`src/rtl/imem_loader_pkg.sv`:
```
// Shared types and constants for the instruction memory loader.
package imem_loader_pkg;

    typedef enum logic [2:0] {IDLE, LEN0, LEN1, CHECK, DATA, DONE, ERR} state_t;

    localparam int unsigned WORD_BYTES = 4;
    localparam int unsigned LEN_W      = 16;

endpackage

```
`src/rtl/imem_loader_if.sv`:
```
// Byte-stream input, instruction memory write port and core hold/status lines.
interface imem_loader_if;

    logic        start;
    logic [7:0]  rx_data;
    logic        rx_valid;
    logic        rx_ready;
    logic        imem_we;
    logic [31:0] imem_waddr;
    logic [31:0] imem_wdata;
    logic        cpu_hold;
    logic        done;
    logic        error;

    modport master (
        output start, rx_data, rx_valid,
        input  rx_ready, imem_we, imem_waddr, imem_wdata, cpu_hold, done, error
    );

    modport slave (
        input  start, rx_data, rx_valid,
        output rx_ready, imem_we, imem_waddr, imem_wdata, cpu_hold, done, error
    );

endinterface

```
`src/rtl/imem_loader_byte_packer.sv`:
```
// Packs accepted bytes little-endian into 32-bit words; word_valid marks the
// handshake of the final byte, with the complete word presented alongside.
module imem_loader_byte_packer
    import imem_loader_pkg::*;
(
    input  logic        clk,
    input  logic        reset_n,
    input  logic        clear,
    input  logic        byte_en,
    input  logic [7:0]  byte_in,
    output logic        word_valid,
    output logic [31:0] word
);

    logic [1:0]  cnt;
    logic [23:0] low;

    assign word_valid = byte_en && (cnt == 2'(WORD_BYTES - 1));
    // Earlier bytes shift down, so the byte arriving last lands in the top lane.
    assign word       = {byte_in, low};

    always_ff @(posedge clk or negedge reset_n) begin
        if (!reset_n) begin
            cnt <= '0;
            low <= '0;
        end else if (clear) begin
            cnt <= '0;
        end else if (byte_en) begin
            cnt <= cnt + 2'd1;
            low <= {byte_in, low[23:8]};
        end
    end

endmodule

```
`src/rtl/imem_loader.sv`:
```
// Instruction memory loader: takes a 16-bit length followed by that many
// little-endian words from a byte stream and writes them to instruction memory.
module imem_loader
    import imem_loader_pkg::*;
#(
    parameter int unsigned DEPTH_WORDS   = 32,
    parameter logic [31:0] BASE_ADDR     = 32'h0000_0000,
    parameter bit          HOLD_AT_RESET = 1'b1
) (
    input logic          clk,
    input logic          reset_n,
    imem_loader_if.slave bus
);

    state_t           state;
    logic [LEN_W-1:0] len;
    logic [LEN_W-1:0] idx;
    logic             rx_fire;
    logic             start_ok;
    logic             len_bad;
    logic             word_valid;
    logic [31:0]      word;

    assign rx_fire  = bus.rx_valid && bus.rx_ready;
    assign start_ok = bus.start && (state inside {IDLE, DONE, ERR});
    assign len_bad  = (len == '0) || ({1'b0, len} > 17'(DEPTH_WORDS));

    imem_loader_byte_packer u_packer (
        .clk        (clk),
        .reset_n    (reset_n),
        .clear      (start_ok),
        .byte_en    (rx_fire && (state == DATA)),
        .byte_in    (bus.rx_data),
        .word_valid (word_valid),
        .word       (word)
    );

    always_ff @(posedge clk or negedge reset_n) begin
        if (!reset_n) begin
            state          <= IDLE;
            bus.rx_ready   <= 1'b0;
            bus.imem_we    <= 1'b0;
            bus.imem_waddr <= BASE_ADDR;
            bus.imem_wdata <= '0;
            bus.cpu_hold   <= HOLD_AT_RESET;
            bus.done       <= 1'b0;
            bus.error      <= 1'b0;
            len            <= '0;
            idx            <= '0;
        end else begin
            bus.imem_we <= 1'b0;
            bus.done    <= 1'b0;
            if (word_valid) begin
                bus.imem_we    <= 1'b1;
                bus.imem_wdata <= word;
                bus.imem_waddr <= BASE_ADDR + {{(30 - LEN_W){1'b0}}, idx, 2'b00};
                idx            <= idx + LEN_W'(1);
            end
            case (state)
                IDLE, DONE, ERR: begin
                    if (start_ok) begin
                        state        <= LEN0;
                        bus.rx_ready <= 1'b1;
                        bus.cpu_hold <= 1'b1;
                        bus.error    <= 1'b0;
                        idx          <= '0;
                    end else if (state == DONE && bus.imem_we) begin
                        // imem_we is high only in the first DONE cycle, giving a single pulse.
                        bus.done     <= 1'b1;
                        bus.cpu_hold <= 1'b0;
                    end
                end
                LEN0: begin
                    if (rx_fire) begin
                        len[7:0] <= bus.rx_data;
                        state    <= LEN1;
                    end
                end
                LEN1: begin
                    if (rx_fire) begin
                        len[15:8]    <= bus.rx_data;
                        state        <= CHECK;
                        bus.rx_ready <= 1'b0;
                    end
                end
                CHECK: begin
                    if (len_bad) begin
                        state     <= ERR;
                        bus.error <= 1'b1;
                    end else begin
                        state        <= DATA;
                        bus.rx_ready <= 1'b1;
                    end
                end
                DATA: begin
                    if (word_valid && (idx + LEN_W'(1) == len)) begin
                        state        <= DONE;
                        bus.rx_ready <= 1'b0;
                    end
                end
                default: state <= IDLE;
            endcase
        end
    end

endmodule

```
`src/flat_wrapper.sv`:
```
// flat-port wrapper written by rule: the top's interface ports become plain ports
module imem_loader_flat import imem_loader_pkg::*;
#(
    parameter int unsigned DEPTH_WORDS   = 32,
    parameter logic [31:0] BASE_ADDR     = 32'h0000_0000,
    parameter bit          HOLD_AT_RESET = 1'b1
)
  (clk, reset_n, bus_start, bus_rx_data, bus_rx_valid, bus_rx_ready, bus_imem_we, bus_imem_waddr, bus_imem_wdata, bus_cpu_hold, bus_done, bus_error);
  imem_loader_if bus_i ();
  input logic clk;
  input logic reset_n;
  input wire logic [$bits(bus_i.start)-1:0] bus_start;
  input wire logic [$bits(bus_i.rx_data)-1:0] bus_rx_data;
  input wire logic [$bits(bus_i.rx_valid)-1:0] bus_rx_valid;
  output wire logic [$bits(bus_i.rx_ready)-1:0] bus_rx_ready;
  output wire logic [$bits(bus_i.imem_we)-1:0] bus_imem_we;
  output wire logic [$bits(bus_i.imem_waddr)-1:0] bus_imem_waddr;
  output wire logic [$bits(bus_i.imem_wdata)-1:0] bus_imem_wdata;
  output wire logic [$bits(bus_i.cpu_hold)-1:0] bus_cpu_hold;
  output wire logic [$bits(bus_i.done)-1:0] bus_done;
  output wire logic [$bits(bus_i.error)-1:0] bus_error;
  assign bus_i.start = bus_start;
  assign bus_i.rx_data = bus_rx_data;
  assign bus_i.rx_valid = bus_rx_valid;
  assign bus_rx_ready = bus_i.rx_ready;
  assign bus_imem_we = bus_i.imem_we;
  assign bus_imem_waddr = bus_i.imem_waddr;
  assign bus_imem_wdata = bus_i.imem_wdata;
  assign bus_cpu_hold = bus_i.cpu_hold;
  assign bus_done = bus_i.done;
  assign bus_error = bus_i.error;
  imem_loader #(.DEPTH_WORDS(DEPTH_WORDS), .BASE_ADDR(BASE_ADDR), .HOLD_AT_RESET(HOLD_AT_RESET)) u_core (.clk(clk), .reset_n(reset_n), .bus(bus_i));
endmodule
```
`config.mk`:
```
export PLATFORM = sky130hd
export DESIGN_NAME = imem_loader_flat
export DESIGN_NICKNAME = d
export VERILOG_FILES = /design/src/rtl/imem_loader_pkg.sv /design/src/rtl/imem_loader_if.sv /design/src/rtl/imem_loader_byte_packer.sv /design/src/rtl/imem_loader.sv /design/src/flat_wrapper.sv
export SDC_FILE = /design/constraint.sdc
export NUM_CORES = 1
export LEC_CHECK = 0
export BUFFER_PORTS_ARGS = -buffer_cell sky130_fd_sc_hd__buf_2
export CORE_UTILIZATION = 40
export CTS_CLUSTER_DIAMETER = 50
export DETAILED_ROUTE_END_ITERATION = 6
export SYNTH_ARGS = -nofsm -noshare
export SYNTH_HDL_FRONTEND = slang
export SYNTH_SLANG_ARGS = --single-unit
```
`constraint.sdc`:
```
create_clock -name clk -period 2.4 [get_ports clk]
set_input_delay 0.36 -clock clk [delete_from_list [all_inputs] [get_ports clk]]
set_output_delay 0.36 -clock clk [all_outputs]
set_load 0.01 [all_outputs]
```
==> flow_metrics.py <==
metrics = {
    "outcome": {
        "status": "completed",
    },
    "setup_path": {
        "required_ns": 2.74,
        "path_class": "reg2reg",
        "cp_data_arrival_time_ns": 2.52,
        "reg2reg_from": "u_core.idx[0]$_DFF_PN0_",
        "end_kind": "flop",
        "worstSetupStartpointType": "flop",
        "path_max_fanout": 10,
        "worstSetupStartpoint": "u_core.idx[0]$_DFF_PN0_",
    },
    "placement": {
        "place_inst": 820,
        "place.gp.congestion": 0.8981,
        "dpl.hpwl_um": 8336,
        "numPortBuffers": 64,
        "pre_cts_ws_ns": 0.2525,
    },
    "timing": {
        "rsz0062_at_grt": "false",
        "fmax_ghz": 0.4591,
        "period_share_pct": 90.76,
        "slew_headroom_pct": 56.81,
        "tightest_slew_ns": 0.6479,
        "post-route-min-period_ns": 2.178,
        "hold_violations": 0,
        "setup_violations": 0,
        "fin_ws_ns": 0.2218,
        "tns_ns": 0,
        "finClkSkew_ns": 0.006532,
        "final_max_slew_viol_count": 0,
    },
    "final_layout": {
        "area_growth_pct": 19.90,
        "multi_input_area_um2": 2290,
        "fillers": 1268,
        "finalNetCount": 678,
        "fin_cells": 853,
        "regArea_um2": 2854,
        "num_antenna_cells": 0,
        "drive_above_1_share_pct": 20.97,
    },
    "yosys": {
        "yosysSeqAreaShare_pct": 53.02,
        "synthFlopType": "dfrtp_1",
        "syn_inst": 594,
        "synth_area_leaders": "dfrtp_1, nand2_1, xnor2_1, mux2_2, buf_4",
        "syn-cell-area_um2": 5383,
        "synth-seq-cells": 114,
        "yosysMostFrequentCell": "nand2_1",
        "avgSynthCellArea_um2": 9.062,
        "synthTopCellsByCount": "nand2_1, dfrtp_1, nor2_1",
        "yosys.area.top_type": "dfrtp_1",
        "synthArstFlopShare_pct": 100.0,
        "synth.distinct_cells": 52,
        "synth_edf_count": 0,
        "yosysTopAreaCellShare_pct": 52.53,
        "yosysWarningCount": 0,
    },
    "clocking": {
        "cts_tree": "done",
        "post_cts_resized": 0,
        "cts_sinks": 114,
        "clockRootBuffer": "clkbuf_16",
        "clock_path_buffers": 2,
        "post_cts_buffers": 0,
        "cts_max_level": 4,
        "cts_made_buffers": 17,
        "clk_pin_slew_worst_paths_ns": 0.06,
        "worst_skew_pair.late_latency_ns": 0.41,
    },
    "floorplanning": {
        "io_pins": 81,
        "rows": 42,
        "die_h_um": 118,
        "die_area_um2": 13920,
        "fp.coreArea_um2": 13190,
        "initial_core_util_pct": 40.81,
        "die_width_um": 118,
    },
    "detailed_routing": {
        "met1_length_um": 5428,
        "postRouteAntennaNets": 0,
        "drt-initial-drc-count": 171,
        "totalWireLength_um": 12050,
        "wl_met2_um": 5827,
        "dr_total_vias": 4167,
        "drc_errors": 0,
        "drt_pre_antenna_iters": 6,
        "top_layer": "met4",
        "via_per_inst": 4.885,
        "wl_met3_um": 645,
        "wire_per_inst_um": 14.12,
    },
    "global_route": {
        "grt_pass1_wl_um": 20510,
        "grt_max_degree": 59,
        "first_global_vias": 4088,
        "track_usage_pct": 18.73,
        "overflow": 0,
        "antenna_found_initial": 0,
    },
    "pwr": {
        "leakagePower_uw": 0.003298,
        "p_per_area_nw_per_um2": 984.1,
        "peakVddDrop_mv": 0.5368,
    },
    "min_path": {
        "worstHoldStart": "bus_rx_data[3]",
        "hold_path.class": "in2reg",
    },
    "flow_run": {
        "max-cap-violations": 0,
    },
}
[registers in the layout, indices dropped and copies added, names as in the netlist]
name                   count
u_core.bus.imem_wdata     32
u_core.u_packer.low       24
u_core.bus.imem_waddr     16
u_core.idx                16
u_core.len                16
u_core.state               3
u_core.u_packer.cnt        2
u_core.bus.cpu_hold        1
u_core.bus.done            1
u_core.bus.error           1
u_core.bus.imem_we         1
u_core.bus.rx_ready        1
[routing by layer]
| layer | GRT usage [%] | up-vias |
|---|---|---|
| met5 | 0 | - |
| met4 | 7.853 | 0 |
| met3 | 4.651 | 12 |
| met2 | 30.11 | 106 |
| met1 | 24.06 | 2008 |
| li1 | - | 2041 |
[final cells by class]
type / count / area share, %
clock buffers: 18 / 6.805
clock inverters: 14 / 2.404
inverters: 8 / 0.4653
multi-input cells: 442 / 35.48
flip-flops and latches: 114 / 44.22
well taps: 176 / 3.412
repair buffers: 81 / 7.212
[worst paths after layout]
path	endpoint	cells after the start	slack [ns]
worst max-delay path	u_core.state[0]$_DFFE_PN0P_	7	0.22
worst min-delay path	u_core.u_packer.low[19]$_DFFE_PN0P_	3	0.21
worst max register to register	u_core.state[0]$_DFFE_PN0P_	7	0.22
worst min register to register	u_core.bus.imem_waddr[9]$_DFFE_PN0P_	2	0.46
max in group asynchronous	u_core.u_packer.low[22]$_DFFE_PN0P_	3	1.25
min in group asynchronous	u_core.bus.imem_waddr[16]$_DFFE_PN0P_	2	0.46
[placed cells by master, fill, tap and decap left out, types with 5 or more instances in the layout]
cell type,n
nand4_1,10
clkbuf_16,17
conb_1,16
o21ai_0,17
dfrtp_1,113
nor2_1,35
a31oi_1,5
buf_4,16
nand2_1,236
nor3_1,7
nand3_1,5
clkinv_4,5
xnor2_1,23
inv_1,8
buf_2,63
a21oi_1,8
xor2_1,10
mux2_2,16
[cells by family (layout without fill, tap and decap cells)]
kind of cell	Yosys count	after routing	synth area share, %
AO/OA/AOI/OAI	47	47	5.532
XOR/XNOR	33	33	5.369
adder cells (fa/ha/maj)	2	2	0.4648
buffers and inverters	53	121	5.486
flip-flops	114	114	53.02
multiplexers	17	17	3.533
other	1	16	0.06967
AND/OR/NAND/NOR	327	327	26.52
[what timing repair did]
item,in CTS,in global routing
hold buffers,1,0
setup endpoints to repair,0,0
hold endpoints to repair,31,0
[power breakdown]
group          switching, µW  leakage (µW)  internal [µW]  total [µW]
registers                342       0.00153           2280        2620
clock network            921      0.000287           1570        2490
logic                    681       0.00148            558        1240
total                   1940       0.00330           4410        6350
[critical path: stages, from the launching register on]
cell and delay [ns]:
dfrtp_1 0.50, ha_1 0.28, nand3_2 0.20, or4_1 0.51, nand3_1 0.10, o211ai_1 0.14, nor3_1 0.24, a21o_1 0.14
[through the flow]
stage / power [µW] / cell area [µm²] / hold WS, ns / util, %
after floorplan: 3511 / 5439 / 0.06441 / -
after CTS: 6424 / 6454 / 0.1993 / 48.93
after global routing: 6708 / 6454 / 0.2162 / 48.93
final: 6351 / 6454 / 0.2075 / 48.93
after global placement: 3842 / 5849 / 0.3484 / 44.35
after detailed placement: 3892 / 5849 / 0.3546 / 44.35
No activity file was read; power rests on OpenSTA's default activity.
